**config.mk**
```make
export PLATFORM = sky130hd
export DESIGN_NAME = load_store_unit
export DESIGN_NICKNAME = d
export VERILOG_FILES = /design/src/rtl/load_store_unit.sv
export SDC_FILE = /design/constraint.sdc
export NUM_CORES = 1
export LEC_CHECK = 0
export BUFFER_PORTS_ARGS = -buffer_cell sky130_fd_sc_hd__buf_2
export CORE_MARGIN = 8
export CORE_UTILIZATION = 30
export DETAILED_ROUTE_END_ITERATION = 7
export HOLD_SLACK_MARGIN = 0.08
export PLACE_DENSITY = 0.58
export SETUP_SLACK_MARGIN = 0.3
export SLEW_MARGIN = 20
export SYNTH_ARGS = -nofsm -noshare
export SYNTH_HDL_FRONTEND = slang
export SYNTH_SLANG_ARGS = --single-unit
```
**constraint.sdc**
```tcl
create_clock -name clk -period 3.7 [get_ports clk]
set_input_delay 0.555 -clock clk [delete_from_list [all_inputs] [get_ports clk]]
set_output_delay 0.555 -clock clk [all_outputs]
set_load 0.02 [all_outputs]
```
**src/rtl/load_store_unit.sv**
```systemverilog
// rtl/load_store_unit.sv - memory-stage load/store unit
// Splits misaligned and half-word-store accesses into byte beats and extends load data locally.
module load_store_unit #(
  parameter int ADDRESS_WIDTH    = 32,
  parameter int DATA_WIDTH       = 32,
  parameter bit ALLOW_MISALIGNED = 1'b1
) (
  input  logic                     clk,
  input  logic                     rst,
  input  logic                     req_valid,
  output logic                     req_ready,
  input  logic                     req_we,
  input  logic [2:0]               req_funct3,
  input  logic [ADDRESS_WIDTH-1:0] req_addr,
  input  logic [DATA_WIDTH-1:0]    req_wdata,
  output logic                     resp_valid,
  output logic [DATA_WIDTH-1:0]    resp_rdata,
  output logic                     resp_err,
  output logic                     mem_we,
  output logic [1:0]               mem_type,
  output logic [ADDRESS_WIDTH-1:0] mem_addr,
  output logic [DATA_WIDTH-1:0]    mem_wd,
  input  logic [DATA_WIDTH-1:0]    mem_rd
);

  typedef enum logic [1:0] {IDLE, ACCESS, DONE} state_t;

  state_t                   state_q;
  logic                     we_q;
  logic [2:0]               f3_q;
  logic [ADDRESS_WIDTH-1:0] addr_q;
  logic [DATA_WIDTH-1:0]    wdata_q;
  logic [1:0]               beat_q;
  logic [1:0]               last_q;
  logic [DATA_WIDTH-1:0]    asm_q;
  logic                     resp_valid_q;
  logic [DATA_WIDTH-1:0]    resp_rdata_q;
  logic                     resp_err_q;

  logic                     req_illegal;
  logic                     req_misaligned;
  logic [1:0]               req_last;
  logic                     split;
  logic [4:0]               shamt;
  logic [DATA_WIDTH-1:0]    asm_d;
  logic [DATA_WIDTH-1:0]    load_result;

  // Any multi-beat access runs as byte beats; the RAM write path has no half mode.
  always_comb begin
    req_illegal    = req_we ? (req_funct3 > 3'b010)
                            : ((req_funct3[1:0] == 2'b11) || (req_funct3 == 3'b110));
    req_misaligned = ((req_funct3[1:0] == 2'b01) && req_addr[0]) ||
                     ((req_funct3[1:0] == 2'b10) && (req_addr[1:0] != 2'b00));
    req_last = 2'd0;
    if ((req_funct3[1:0] == 2'b10) && req_misaligned)
      req_last = 2'd3;
    else if ((req_funct3[1:0] == 2'b01) && (req_misaligned || req_we))
      req_last = 2'd1;
  end

  assign split = (last_q != 2'd0);
  assign shamt = {beat_q, 3'b000};

  always_comb begin
    asm_d = split ? (asm_q | (DATA_WIDTH'(mem_rd[7:0]) << shamt)) : mem_rd;
    case (f3_q)
      3'b000:  load_result = {{(DATA_WIDTH-8){asm_d[7]}}, asm_d[7:0]};
      3'b100:  load_result = {{(DATA_WIDTH-8){1'b0}}, asm_d[7:0]};
      3'b001:  load_result = {{(DATA_WIDTH-16){asm_d[15]}}, asm_d[15:0]};
      3'b101:  load_result = {{(DATA_WIDTH-16){1'b0}}, asm_d[15:0]};
      default: load_result = asm_d;
    endcase
  end

  always_comb begin
    mem_we   = (state_q == ACCESS) && we_q && !rst;
    mem_type = 2'b00;
    mem_addr = '0;
    mem_wd   = '0;
    if (state_q == ACCESS) begin
      mem_addr = addr_q + ADDRESS_WIDTH'(beat_q);
      mem_wd   = wdata_q >> shamt;
      if (split)
        mem_type = 2'b01;
      else begin
        case (f3_q[1:0])
          2'b00:   mem_type = 2'b01;
          2'b01:   mem_type = 2'b10;
          default: mem_type = 2'b00;
        endcase
      end
    end
  end

  assign req_ready  = (state_q == IDLE) && !rst;
  assign resp_valid = resp_valid_q;
  assign resp_rdata = resp_rdata_q;
  assign resp_err   = resp_err_q;

  always_ff @(posedge clk) begin
    if (rst) begin
      state_q      <= IDLE;
      we_q         <= 1'b0;
      f3_q         <= 3'b000;
      addr_q       <= '0;
      wdata_q      <= '0;
      beat_q       <= 2'd0;
      last_q       <= 2'd0;
      asm_q        <= '0;
      resp_valid_q <= 1'b0;
      resp_rdata_q <= '0;
      resp_err_q   <= 1'b0;
    end else begin
      case (state_q)
        IDLE: begin
          resp_valid_q <= 1'b0;
          resp_rdata_q <= '0;
          resp_err_q   <= 1'b0;
          if (req_valid) begin
            we_q    <= req_we;
            f3_q    <= req_funct3;
            addr_q  <= req_addr;
            wdata_q <= req_wdata;
            beat_q  <= 2'd0;
            last_q  <= req_last;
            asm_q   <= '0;
            if (req_illegal || (req_misaligned && !ALLOW_MISALIGNED)) begin
              state_q      <= DONE;
              resp_valid_q <= 1'b1;
              resp_err_q   <= 1'b1;
            end else begin
              state_q <= ACCESS;
            end
          end
        end
        ACCESS: begin
          beat_q <= beat_q + 2'd1;
          asm_q  <= asm_d;
          if (beat_q == last_q) begin
            state_q      <= DONE;
            resp_valid_q <= 1'b1;
            resp_rdata_q <= we_q ? '0 : load_result;
          end
        end
        default: begin
          state_q      <= IDLE;
          resp_valid_q <= 1'b0;
          resp_rdata_q <= '0;
          resp_err_q   <= 1'b0;
        end
      endcase
    end
  end

endmodule

```
Word level (Yosys, flattened, before mapping)
Index checks and enable logic that the tools add are counted.
Operators by class
  add/subtract/negate cells: 2
  eq/ne operators: 12
  shift-type cells: 2
  reductions and logical operators: 21
  order comparisons: 1
  multiplexer cells: 24
  bitwise logic cells: 2
Operators with widths (number)
  2-to-1 mux 32 bit: 5
  one-hot mux 32 bit (4 select lines): 1
  one-hot mux 32 bit (2 select lines): 1
  adder 32 x 2 -> 32 bit: 1
  OR 32 bit: 1
  << shifter 8 x 5 -> 32 bit: 1
  >> shifter 32 x 5 -> 32 bit: 1
  2-to-1 mux 2 bit: 7
  one-hot mux 2 bit (2 select lines): 3
  == test 3 bit, second input constant: 3
  logical AND 1 bit: 7
  == test 2 x 1 -> 1 bit, second input constant: 3
  AND reduction 2 bit: 3
  nonzero test 2 bit: 3
  2-to-1 mux 1 bit: 5
  == test 2 bit, second input constant: 2
  zero test 2 bit: 2
  one-hot mux 1 bit (2 select lines): 2
  == test 3 x 1 -> 1 bit, second input constant: 1
  > comparator 3 x 2 -> 1 bit, second input constant: 1
  zero test 3 bit: 1
  logical OR 1 bit: 3
  adder 2 x 1 -> 2 bit, second input constant: 1
  == test 2 bit: 1
  5 further kinds: 5
Storage, ports and cells
  register bits after elaboration: 140
  word-level logic and storage cells: 75
  output and inout port bits: 102
  input port bits: 103

Longest topological paths before layout
  depth after elaboration: 7
  depth in mapped cells: 8
  mapped depth without buffers: 7

Worst setup path after synthesis
OpenSTA, ideal clock, no wires.
  kind: register -> output
  start point: register beat_q[0]
  end point: output mem_addr[24]
  stages on the path, launching flop included: 8
  path buffers: 0
  slack: 0.961 ns
  arrival: 2.184 ns
  data required time: 3.145 ns
  cells stage by stage: dfxtp_1 ha_1 fa_1 nand3_1 nor4_1 nand4_1 xor2_1 nor2_1
Between the ends
  word-level cells in the longest chain between the ends: 2
Ends and longest elaborated chain
  from (decl): line 33  | logic [1:0] beat_q;
  from (signal assigned): line 137  | beat_q <= beat_q + 2'd1;
  adder 32 x 2 -> 32 bit: line 81  | mem_addr = addr_q + ADDRESS_WIDTH'(beat_q);
  2-to-1 mux 32 bit: line 80  | if (state_q == ACCESS) begin
  to (decl): line 21  | output logic [ADDRESS_WIDTH-1:0] mem_addr,
Every way passes these cells.

Worst setup path in the final report
  start point: register addr_q[11]
  end point: output mem_addr[31]
Between the ends
  word-level cells in the longest chain between the ends: 2
Ends and longest elaborated chain
  from (decl): line 31  | logic [ADDRESS_WIDTH-1:0] addr_q;
  from (signal assigned): line 122  | addr_q <= req_addr;
  adder 32 x 2 -> 32 bit: line 81
  2-to-1 mux 32 bit: line 80
Every way passes these cells.

==> tab_implementation.tex <==
\begin{tabular}{lr}
\hline
Metric & Value \\
\hline
\multicolumn{2}{l}{\textbf{Logic synthesis}} \\
\quad Leading area contributor after synthesis & dfxtp\_1 \\
\quad Netlist area before placement & 6870 um\^{}2 \\
\quad Synth top area cells & dfxtp\_1 41\%, nand2\_1 11\%, a21oi\_1 8.7\% \\
\quad Library cells used by synthesis & 47 \\
\quad Predominant post-synthesis flop cell & dfxtp\_1 \\
\quad Top cells by count, synth & 196 x nand2\_1, 140 x dfxtp\_1, 120 x a21oi\_1 \\
\quad \#FFs+latches synth & 140 \\
\quad EDFF count, synth & 0 \\
\quad Portion of synthesized cell area occupied by the leading cell type & 40.8\% \\
\quad Average size of a mapped cell & 7.51 um\^{}2 \\
\quad Synthesized netlist cell count & 915 \\
\quad Warnings, synthesis & 0 \\
\quad Post-synth ARST share & 0\% \\
\quad Sequential element share of the synthesized area & 40.8\% \\
\quad Synthesized net count & between 1000 and 1500 \\
\quad Most repeated cell in the gate-level netlist after synthesis & nand2\_1 \\
\multicolumn{2}{l}{\textbf{Global route}} \\
\quad Pin count of the biggest net entering global routing & 78 \\
\quad Sum of overflow across all layers after global routing & 0 \\
\quad Overall global routing resource usage & between 10\% and 20\% \\
\quad Global-route wire length before repair & 36800 um \\
\quad Initial antenna violation count & 5 \\
\quad Via count of the first global-routing pass & 6660 \\
\multicolumn{2}{l}{\textbf{Pwr}} \\
\quad Power per cell area & between 400 and 500 nW/um\^{}2 \\
\quad Worst IR Drop VDD & 0.257 mV \\
\quad Static power due to leakage & 0.00365 uW \\
\multicolumn{2}{l}{\textbf{Job}} \\
\quad Maximum Capacitance Violations & 0 \\
\multicolumn{2}{l}{\textbf{Floorplanning}} \\
\quad Die footprint & 28000 um\^{}2 \\
\quad Die Width & 167 um \\
\quad Starting density of the core & between 30\% and 40\% \\
\quad Die Ht & 167 um \\
\quad Top-level I/O count & 205 \\
\quad Site row count & 55 \\
\quad Core region area & 22600 um\^{}2 \\
\multicolumn{2}{l}{\textbf{Worst setup path}} \\
\quad Count of cells along the worst register-to-register path & 6 \\
\quad Library cell contributing the largest single delay on the critical path & dfxtp\_1 \\
\quad Number of stages on the worst setup path & 6 \\
\quad Worst Path Arrival & 2.50 ns \\
\quad Cell family contributing the most delay on the critical path & simple AND/OR/NAND/NOR gates \\
\quad Critical Path RT & 3.14 ns \\
\quad CP peak stage delay & between 0.4 and 0.5 ns \\
\quad Critical path buffers and inverters & 1 \\
\quad Type of origin of the critical path & register \\
\quad CP Capture Type & output port \\
\quad Sequence of cells on the critical path & nand4\_4 > nor4\_4 > nand4\_4 > or3\_1 > a21oi\_1 > buf\_2 \\
\quad Crit path top cell by count & nand4\_4 \\
\quad Critical-path maximum fanout & 9 \\
\quad Category of the critical setup timing path & reg2out \\
\multicolumn{2}{l}{\textbf{Layout}} \\
\quad Number of inserted filler cells in the final layout & 2382 \\
\quad Final layout net count & 1188 \\
\quad Non-Filler Instances & 1379 \\
\quad Design area & $\sim$8700 um\^{}2 \\
\quad Layout overhead on the synthesized area & 26.4\% \\
\quad Fraction of final layout cells sized beyond drive strength 1 & 24.3\% \\
\multicolumn{2}{l}{\textbf{Routing}} \\
\quad Residual DRC & 0 \\
\quad Initial DRC count & 457 \\
\quad Wire length per cell after detailed routing & 16.6 um \\
\quad DR vias & between 6000 and 7000 \\
\quad Remaining antenna violation count after routing & 0 \\
\quad Sum of routed wire length over all layers & about 23000 um \\
\quad Number of vias per cell & 4.94 \\
\quad DRT Pass-1 Iters & 7 \\
\multicolumn{2}{l}{\textbf{Run status}} \\
\quad Result of the run & finished, final reports clean \\
\multicolumn{2}{l}{\textbf{Worst hold path}} \\
\quad Worst min-delay path category & in2reg \\
\quad WHS Path Cells & 3 \\
\multicolumn{2}{l}{\textbf{Clocking}} \\
\quad Clock buffer depth & 2 \\
\quad TritonCTS clock tree & done \\
\quad Number of CTS-inserted buffers & 17 \\
\quad Worst-skew pair later-pin latency & 0.41 ns \\
\quad Count of clock tree sinks & 140 \\
\quad Master cell of the clock root buffer & clkbuf\_16 \\
\quad Clock input transition at the sequential cells of the worst setup and hold paths & roughly 0.07 ns \\
\quad Cts hold-fix bufs & 0 \\
\quad Post-CTS setup buffers & 0 \\
\quad H-tree depth & 4 \\
\quad Total of cells resized after clock tree synthesis & 0 \\
\multicolumn{2}{l}{\textbf{Timing}} \\
\quad Aggregate negative setup slack & 0 ns \\
\quad Tightest hold margin & about 0.37 ns \\
\quad Setup repair after global routing missed its margin & no \\
\quad Final worst-path setup slack & 0.640 ns \\
\quad Relative slew slack & 35.6\% \\
\quad Final hold vios & 0 \\
\quad Final Max Slew Viols & 0 \\
\quad Worst slew pin tran & 0.966 ns \\
\quad Maximum operating frequency & 0.327 GHz \\
\quad Final Cycle Share & about 83\% \\
\quad Clock period minus final worst setup slack & 3.06 ns \\
\quad Skew final & $\sim$0.014 ns \\
\quad Final setup violating endpoints & 0 \\
\multicolumn{2}{l}{\textbf{Place}} \\
\quad Detail Placement HPWL & approximately 17000 um \\
\quad DP Area & a little over 8000 um\^{}2 \\
\quad Post-Place Setup Slack & roughly 1.1 ns \\
\quad Routability Congestion & 0.798 \\
\quad Number of port buffers & approximately 200 \\
\quad DP Cell Count & 1348 \\
\hline
\end{tabular}
[placed cells by master (no fill, tap or decap), types with 2 or more instances in the layout]
cell type and n:
buf_2 204, nand2_1 196, dfxtp_1 138, a21oi_1 119
nor2_1 97, o21ai_0 53, a211oi_1 26, a22o_1 24
xor2_1 19, nand3_1 18, clkbuf_16 17, mux2i_1 16
buf_4 15, nor2b_1 14, nor3_1 13, and2_1 11
a22oi_1 11, and3_1 10, nand4_1 9, xnor2_1 9
nor3b_1 8, a32oi_1 7, inv_1 6, clkinv_2 6
or3_1 5, o22a_1 3, bufinv_16 3, or2_2 2
nand2b_2 2, nand4_4 2, nor4_1 2, nand2b_1 2
ha_1 2, dfxtp_2 2, clkinv_4 2, clkinvlp_4 2
[path summary, 6_finish.rpt]
check,startpoint,to,slack (ns)
max,addr_q[11],mem_addr[31],0.64
min,req_wdata[15],wdata_q[15],0.37
max reg2reg,beat_q[0],resp_rdata[17],1.12
min reg2reg,resp_err,resp_err,0.45
[cell families after synthesis]
group	count (synthesis)	share of synthesized area, %
muxes	17	2.49
and+or+nand+nor	398	26.0
xor gates and xnor gates	28	3.57
buffers and inverters	77	4.48
DFF	140	40.8
adders and majority gates	3	0.655
AOI/OAI and AO/OA	252	22.0
[power breakdown]
part / leakage, uW / internal (uW) / total (uW) / switching, uW
logic: 0.00222 / 192 / 539 / 347
clock network: 0.000284 / 1050 / 1700 / 652
registers: 0.00114 / 1590 / 1660 / 75.2
total: 0.00365 / 2820 / 3900 / 1070
[flip-flops by register name, indices dropped and copies added (netlist names)]
register    count
addr_q         32
asm_q          32
resp_rdata     32
wdata_q        32
f3_q            3
beat_q          2
last_q          2
state_q         2
resp_err        1
resp_valid      1
we_q            1
[cell type report]
cell class	count	area [um^2]	area share, %
Clock inverter	13	153	1.76
Tap cell	285	357	4.11
Clock buffer	17	425	4.90
Sequential cell	140	2810	32.3
Inverter	6	22.5	0.259
Timing Repair Buffer	219	1130	13.1
Multi-Input combinational cell	698	3790	43.6
Antenna cell	1	2.50	0.0288
[metal layers]
layer  share of wire, %  track usage (%)  wire, um
met5               0.22                0        50
met4               0.66             3.18       152
met3                8.1             6.35      1870
met2                 42             23.3      9630
met1                 49             22.2     11300
[stage by stage]
stage               util (%)  power (uW)
floorplan                  -        2030
global placement        35.9        2230
detailed placement      35.9        2230
CTS                     38.5        3940
global route            38.5        4090
finish                  38.5        3900
[tightest hold or removal path: cells and delay by family]
kind                   cells  cell delay (ns)
AO/OA/AOI/OAI              1             0.05
AND/OR/NAND/NOR            1             0.04
buffers and inverters      1             0.10
Note: power is estimated with default switching activity, not from simulation.
